===== config.mk =====
export PLATFORM = sky130hd
export DESIGN_NAME = mem_stage_ctrl
export DESIGN_NICKNAME = d
export VERILOG_FILES = /design/src/rtl/mem_stage_ctrl_pkg.sv /design/src/rtl/mem_wait_cnt.sv /design/src/rtl/mem_stage_ctrl.sv
export SDC_FILE = /design/constraint.sdc
export NUM_CORES = 1
export LEC_CHECK = 0
export CORE_MARGIN = 2
export CORE_UTILIZATION = 40
export CTS_CLUSTER_SIZE = 24
export DETAILED_ROUTE_END_ITERATION = 10
export GPL_TIMING_DRIVEN = 0
export PLACE_DENSITY = 0.85
export SETUP_SLACK_MARGIN = 0.3
export SYNTH_ARGS = -nofsm -noshare
export SYNTH_HDL_FRONTEND = slang
export SYNTH_SLANG_ARGS = --single-unit

===== constraint.sdc =====
create_clock -name clk -period 1.8 [get_ports clk]
set_input_delay 0.18 -clock clk [delete_from_list [all_inputs] [get_ports clk]]
set_output_delay 0.18 -clock clk [all_outputs]
set_load 0.005 [all_outputs]

===== src/rtl/mem_stage_ctrl_pkg.sv =====
// Shared types and constants for the MEM-stage access controller.
package mem_stage_ctrl_pkg;

    localparam int unsigned DATA_W        = 16;
    localparam int unsigned CNT_W         = 8;
    localparam int unsigned TIMEOUT_LIMIT = 255;

    typedef enum logic [2:0] {
        S_IDLE  = 3'd0,
        S_ISSUE = 3'd1,
        S_WAIT  = 3'd2,
        S_RESP  = 3'd3,
        S_HALT  = 3'd4
    } state_e;

    // Request captured at issue and held until IDLE is re-entered.
    typedef struct packed {
        logic              wr;
        logic [DATA_W-1:0] addr;
        logic [DATA_W-1:0] wdata;
    } mem_req_t;

endpackage


===== src/rtl/mem_wait_cnt.sv =====
// Wait-cycle counter for an outstanding memory access; flags the timeout limit.
module mem_wait_cnt
    import mem_stage_ctrl_pkg::*;
(
    input  logic             clk,
    input  logic             rst,
    input  logic             clr,
    input  logic             inc,
    output logic [CNT_W-1:0] count,
    output logic             expired
);

    logic [CNT_W-1:0] count_q;

    always_ff @(posedge clk or negedge rst) begin
        if (!rst) begin
            count_q <= '0;
        end else if (clr) begin
            count_q <= '0;
        end else if (inc) begin
            count_q <= count_q + CNT_W'(1);
        end
    end

    assign count   = count_q;
    assign expired = (count_q == CNT_W'(TIMEOUT_LIMIT));

endmodule


===== src/rtl/mem_stage_ctrl.sv =====
// MEM-stage controller: issues one load/store at a time, stalls the pipe until it completes.
module mem_stage_ctrl
    import mem_stage_ctrl_pkg::*;
(
    input  logic              clk,
    input  logic              rst,
    input  logic              op_valid,
    input  logic              op_rd,
    input  logic              op_wr,
    input  logic              op_dump,
    input  logic [DATA_W-1:0] op_addr,
    input  logic [DATA_W-1:0] op_wdata,
    input  logic              flush,
    output logic              mem_en,
    output logic              mem_wr,
    output logic [DATA_W-1:0] mem_addr,
    output logic [DATA_W-1:0] mem_wdata,
    input  logic [DATA_W-1:0] mem_rdata,
    input  logic              mem_done,
    input  logic              mem_busy,
    output logic              pipe_en,
    output logic [DATA_W-1:0] rd_data,
    output logic              rd_valid,
    output logic              halted,
    output logic              err
);

    state_e            state_q, state_d;
    mem_req_t          req_q, req_d;
    logic              mem_en_q, mem_en_d;
    logic [DATA_W-1:0] rd_data_q, rd_data_d;
    logic              rd_valid_q, rd_valid_d;
    logic              halted_q, halted_d;
    logic              err_q, err_d;
    logic              flushed_q, flushed_d;

    logic              mem_op_c;
    logic              dump_c;
    logic              pipe_en_c;
    logic              cnt_clr;
    logic              cnt_inc;
    logic [CNT_W-1:0]  cnt_count;
    logic              cnt_expired;

    assign mem_op_c = op_valid & ~flush & (op_rd | op_wr);
    assign dump_c   = op_valid & op_dump & ~flush & ~mem_op_c;

    // Count only while waiting below the limit; the limit itself is the timeout.
    assign cnt_clr = (state_q == S_ISSUE);
    assign cnt_inc = (state_q == S_WAIT) & ~mem_done
                   & (cnt_count != CNT_W'(TIMEOUT_LIMIT));

    mem_wait_cnt u_wait_cnt (
        .clk     (clk),
        .rst     (rst),
        .clr     (cnt_clr),
        .inc     (cnt_inc),
        .count   (cnt_count),
        .expired (cnt_expired)
    );

    always_comb begin
        state_d    = state_q;
        req_d      = req_q;
        mem_en_d   = 1'b0;
        rd_data_d  = rd_data_q;
        rd_valid_d = 1'b0;
        halted_d   = halted_q;
        err_d      = err_q;
        flushed_d  = flushed_q;

        unique case (state_q)
            S_IDLE: begin
                flushed_d = 1'b0;
                if (mem_op_c && !mem_busy) begin
                    state_d     = S_ISSUE;
                    mem_en_d    = 1'b1;
                    req_d.wr    = op_wr;
                    req_d.addr  = op_addr;
                    req_d.wdata = op_wdata;
                    if (op_rd && op_wr) begin
                        err_d = 1'b1;
                    end
                end else if (dump_c) begin
                    state_d  = S_HALT;
                    halted_d = 1'b1;
                end
            end
            S_ISSUE: begin
                state_d = S_WAIT;
                if (flush) begin
                    flushed_d = 1'b1;
                end
            end
            S_WAIT: begin
                if (flush) begin
                    flushed_d = 1'b1;
                end
                // A late completion on the limit cycle still counts as normal.
                if (mem_done) begin
                    state_d = S_RESP;
                    if (!req_q.wr) begin
                        rd_data_d  = mem_rdata;
                        rd_valid_d = ~flushed_q & ~flush;
                    end
                end else if (cnt_expired) begin
                    state_d   = S_RESP;
                    err_d     = 1'b1;
                    rd_data_d = '0;
                end
            end
            S_RESP:  state_d = S_IDLE;
            S_HALT:  state_d = S_HALT;
            default: state_d = S_IDLE;
        endcase
    end

    // Stall decision must act on the op currently held, so it is not registered.
    always_comb begin
        pipe_en_c = 1'b0;
        unique case (state_q)
            S_IDLE:  pipe_en_c = ~mem_op_c & ~dump_c;
            S_RESP:  pipe_en_c = 1'b1;
            default: pipe_en_c = 1'b0;
        endcase
    end

    always_ff @(posedge clk or negedge rst) begin
        if (!rst) begin
            state_q    <= S_IDLE;
            req_q      <= '0;
            mem_en_q   <= 1'b0;
            rd_data_q  <= '0;
            rd_valid_q <= 1'b0;
            halted_q   <= 1'b0;
            err_q      <= 1'b0;
            flushed_q  <= 1'b0;
        end else begin
            state_q    <= state_d;
            req_q      <= req_d;
            mem_en_q   <= mem_en_d;
            rd_data_q  <= rd_data_d;
            rd_valid_q <= rd_valid_d;
            halted_q   <= halted_d;
            err_q      <= err_d;
            flushed_q  <= flushed_d;
        end
    end

    assign mem_en    = mem_en_q;
    assign mem_wr    = req_q.wr;
    assign mem_addr  = req_q.addr;
    assign mem_wdata = req_q.wdata;
    assign rd_data   = rd_data_q;
    assign rd_valid  = rd_valid_q;
    assign halted    = halted_q;
    assign err       = err_q;
    assign pipe_en   = rst & pipe_en_c;

endmodule


======== Word-level counts from Yosys, hierarchy flattened ========
Cells that the tools add are included.
cells by class
  $add $sub $neg .......................... 1
  equality and inequality tests ........... 14
  mux-type cells .......................... 23
  bitwise operators ....................... 17
  reduce and logical (&&, ||, !) cells .... 15
operator list
  kind                   count
  $mux W16               3
  $mux W8                2
  $mux W3                4
  $pmux W3 S4            1
  $and A1 B1 Y1          10
  $mux W1                10
  $ne A2 B2 Y1 const B   5
  $add A8 B1 Y8 const B  1
  $eq A8 B8 Y1 const B   1
  $ne A8 B8 Y1 const B   1
  $reduce_bool A2 Y1     4
  $eq A3 B2 Y1 const B   2
  $ne A3 B3 Y1 const B   2
  $not A1 Y1             6
  $pmux W1 S2            3
  $reduce_and A2 Y1      3
  $reduce_and A3 Y1      2
  $reduce_and A5 Y1      1
  $eq A3 B1 Y1 const B   1
  $eq A3 B3 Y1 const B   1
  $logic_not A3 Y1       1
  $logic_and A1 B1 Y1    2
  $ne A2 B1 Y1 const B   1
  $reduce_or A2 Y1       1
  2 further kinds        2
word-level totals
  register bits ........................... 65
  input bits .............................. 57
  word-level logic and storage cells ...... 81

======== Longest topological paths before layout ========
  word-level depth ........................ 9
  depth in mapped cells ................... 6
  gate-level depth less buffers ........... 5

======== Cells and area by module ========
Synthesis repeated with hierarchy kept, for this count alone.
second synthesis, totals
  cells, all modules ...................... 186
  area, all modules ....................... 2648.8 um2
modules (own cells, without submodules)
  module          times used  cells an instance  area each (um2)  sequential area each (um2)
  mem_stage_ctrl  1           147                2252.2           1426.4
  mem_wait_cnt    1           39                 396.6            200.2

======== Worst setup path after synthesis ========
Ideal clock, no wire load.
  path type ............................... register to register
  start point ............................. register state_q[0]
  end point ............................... register u_wait_cnt.count_q[6], in the netlist u_wait_cnt.count[6]
  data arrival time ....................... 1.510 ns
  slack ................................... 0.213 ns
  stages on the path, launching flop included .. 6
  cells stage by stage .................... dfrtp_1 -> buf_6 -> nor4b_4 -> o21ai_2 -> or4_1 -> a21oi_1
on the way
  longest elaborated chain between the ends .. 4
ends and longest elaborated chain
  item                          RTL line               RTL
  from (decl)                   mem_stage_ctrl.sv:28   state_e state_q, state_d;
  from (signal assigned)        mem_stage_ctrl.sv:139  state_q <= state_d;
  $eq A3 B2 Y1                  mem_stage_ctrl.sv:50   assign cnt_inc = (state_q == S_WAIT) & ~mem_done
  $and A1 B1 Y1                 mem_stage_ctrl.sv:50
  $and A1 B1 Y1                 mem_stage_ctrl.sv:51   & (cnt_count != CNT_W'(TIMEOUT_LIMIT));
  $reduce_bool A2 Y1 (no line)  --
  to (signal assigned)          mem_wait_cnt.sv:21     count_q <= count_q + CNT_W'(1);
  to (decl)                     mem_wait_cnt.sv:13     logic [CNT_W-1:0] count_q;
Parallel ways exist; a longest one is shown, timed or not.
A chain may end at the register's enable or synchronous reset.

======== Worst setup path in the final report ========
  start point ............................. register state_q[2]
  end point ............................... register u_wait_cnt.count_q[5], in the netlist u_wait_cnt.count[5]
The elaborated chain is that of the path after synthesis.

==> results.json <==
{
  "status": "finished with violations",
  "violations": "negative hold slack",
  "avgSynthCellArea_um2": 13.8,
  "die_area_um2": 7220,
  "dpl.hpwl_um": 4390,
  "async_flop_share_pct": 100,
  "leakage_nw": 1.95,
  "cp-endpoint": "u_wait_cnt.count[5]",
  "fin_ws_ps": 195,
  "fin_skew_ps": 8.55,
  "fin_crit_sh_pct": 89.2,
  "viasPerCell": 4.98,
  "wirelength_met1_um": 2630,
  "slew_viol_final": 0,
  "syn_inst": 190,
  "final-hold-violation-count": 65,
  "clk_path_buf_depth": 2,
  "hold_slack_ps": -67.9,
  "yosysTopAreaCellShare_pct": 62.0,
  "rows": 29,
  "synth_top_area_cell": "dfrtp_1",
  "path_class": "flip-flop to flip-flop",
  "clock.fmax_ghz": 0.623,
  "crit_buf_inv": 1,
  "cp_top_family": "simple AND/OR/NAND/NOR gates",
  "synth_seq_cells": 65,
  "cts.sinks": 65,
  "dp_cells": 377,
  "r2r_start": "state_q[2]",
  "n_fill_cell": 453,
  "worst_r2r_path_depth": 5,
  "path_clk_slew_ps": 70,
  "utilization_pct": 68.5,
  "vias": 2063,
  "grt_max_degree": 67,
  "initial_utilization_pct": 41.3,
  "synthToLayoutAreaGrowth_pct": 65.8,
  "synth_area_um2": 2620,
  "synth_common_cells": "dfrtp_1 (65), mux2_2 (33), a22o_1 (16)",
  "synth_area_leaders": "dfrtp_1 (62%), mux2_2 (14%), a22o_1 (5.3%)",
  "synth_nets": 248,
  "peakVddDrop_mv": 0.884,
  "cp.depth": 5,
  "final_cells": 414,
  "grt_setup_unrepaired": "yes",
  "path_cells": "buf_6, nor4b_4, o211ai_1, or3_4, a21oi_2",
  "routabilityCongestion": 0.719,
  "design.core.area_um2": 6350,
  "synth_ff_type": "dfrtp_1",
  "wl_met2_um": 3190,
  "top_layer": "met4",
  "drt-wirelength-per-cell_um": 15.5,
  "drcViolationCount": 0,
  "maxCapViolations": 0,
  "first_global_vias": 2176,
  "met3_wirelength_um": 474,
  "finalSetupViolations": 0,
  "nets": 390,
  "cts_tree": "built",
  "grt_pass1_wl_um": 10400,
  "pin_count": 111,
  "seq_area_frac_synth_pct": 62.0,
  "fp.dieW_um": 85.0,
  "cp_slowest_stage_delay_ps": 400,
  "diodes": 0,
  "antenna_found_initial": 0,
  "cp-start-kind": "flip-flop",
  "cts_made_buffers": 9,
  "drive_above_1_share_pct": 29.1,
  "drt-initial-drc-count": 78,
  "max_slew_margin_pct": 45.2,
  "die_h_um": 85.0,
  "ys_warn_count": 0,
  "r2r-end": "u_wait_cnt.count[5]",
  "endpoint_kind": "flip-flop",
  "period_needed_ps": 1610,
  "r2r_setup_slack_ps": 190,
  "track_usage_pct": 18.3,
  "hold_path.class": "input pin to async pin",
  "crit_slowest_cell": "or3_4",
  "ant_nets": 0,
  "clock_latency_ps": 340,
  "required_ps": 2070,
  "setup-tns-final_ps": 0,
  "crit_start": "state_q[2]",
  "synth_most_common_cell": "dfrtp_1",
  "pre_cts_ws_ps": -195,
  "worst_slew_pin_slew_ps": 822,
  "synth-edff-count": 0,
  "grt-ovfl-total": 0,
  "first_pass_iters": 4,
  "clock-root-buffer": "clkbuf_8",
  "synth.distinct_cells": 36,
  "routed_wl_um": 6430,
  "place.port_buffers": 110,
  "cp_max_fo": 6,
  "cellPowerDensity_nw_per_um2": 1490,
  "htree_num_levels": 3,
  "arrival_ps": 1870
}
-- cell families (layout without fill, tap and decap cells) --
| family | count (synthesis) | count (layout) | synth area share, % |
|---|---|---|---|
| fa+ha+maj | 1 | 1 | 0.477 |
| flops | 65 | 65 | 62.0 |
| simple gates | 40 | 40 | 9.30 |
| buf+inv | 12 | 159 | 2.48 |
| mux | 34 | 34 | 14.5 |
| compound gates | 32 | 32 | 9.20 |
| xor+xnor | 6 | 6 | 2.00 |
-- layout make-up --
type                            count  area [um2]  area share, %
Buffer                              9         101           2.33
Clock buffer                       10         138           3.16
Clock inverter                      6        67.6           1.55
Inverter                            3        11.3          0.259
Multi-Input combinational cell    113        1040           23.9
Sequential cell                    65        1630           37.4
Tap cell                           77        96.3           2.21
Timing Repair Buffer              131        1270           29.2
-- registers in the layout, indices dropped and copies added (netlist names) --
signal,flops
mem_addr,16
halted,1
rd_valid,1
err,1
u_wait_cnt.count,8
mem_wr,1
mem_wdata,16
flushed_q,1
state_q,3
mem_en,1
rd_data,16
-- report_power, final --
group / switching, W / internal, W / total, W
sequential: 0.000344 / 0.00209 / 0.00243
combinational: 0.000915 / 0.00190 / 0.00281
clock: 0.000569 / 0.000679 / 0.00125
total: 0.00183 / 0.00466 / 0.00649
-- repair_timing --
action,CTS,global route
endpoints found under the hold margin,65,0
pin swaps,6,6
setup endpoints to repair,49,58
gates cloned,1,1
gates resized for setup,30,17
setup buffers,11,8
-- cells in the final DEF, fill, tap and decap left out, types with 2 or more instances in the layout --
cell type / synthesis / layout
a22o_1: 16 / 16
o211ai_1: 3 / 3
nor2_1: 10 / 10
clkdlybuf4s50_1: 0 / 107
and3_1: 3 / 3
dfrtp_1: 65 / 65
inv_1: 3 / 3
mux2_2: 33 / 33
clkinv_4: 0 / 2
o21ai_0: 4 / 2
nor3_1: 5 / 3
buf_6: 1 / 12
nand2_4: 0 / 2
nor3b_4: 0 / 2
a21oi_1: 3 / 2
nand2_1: 6 / 5
clkinvlp_4: 0 / 2
xor2_1: 5 / 5
buf_4: 1 / 18
o21ai_1: 1 / 2
clkbuf_8: 0 / 10
nand3_1: 2 / 2
a31oi_1: 2 / 2
-- worst register-to-register path: stages (launching register included) --
cell	delay [ps]
dfrtp_1	370
buf_6	140
nor4b_4	330
o211ai_1	190
or3_4	400
a21oi_2	110
-- metal layers --
metal / vias to the layer above / GRT usage (%)
li1: 976 / -
met1: 1004 / 22.3
met2: 72 / 29.3
met4: 0 / 8.37
met3: 11 / 6.42
met5: - / 0
-- how the worst min path moves through the flow --
stage,cells past startpoint,end,slack [ps],from
5_1_grt,1,u_wait_cnt.count[5],10,rst
2_1_floorplan,0,err,-120,rst
3_5_place_dp,1,u_wait_cnt.count[5],340,rst
4_1_cts,1,u_wait_cnt.count[5],-30,rst
6_report,1,u_wait_cnt.count[5],-70,rst
3_3_place_gp,1,rd_valid,420,flushed_q
-- stage by stage --
step	hold slack (ps)	cell area, um2	power, W
5_1_grt	11.8	4350	0.00689
3_5_place_dp	337	3830	0.00492
3_3_place_gp	422	3830	0.00481
4_1_cts	-30.6	4220	0.00644
2_1_floorplan	-116	2640	0.00338
6_report	-67.9	4350	0.00649
Power figures use the tool's default switching activity.
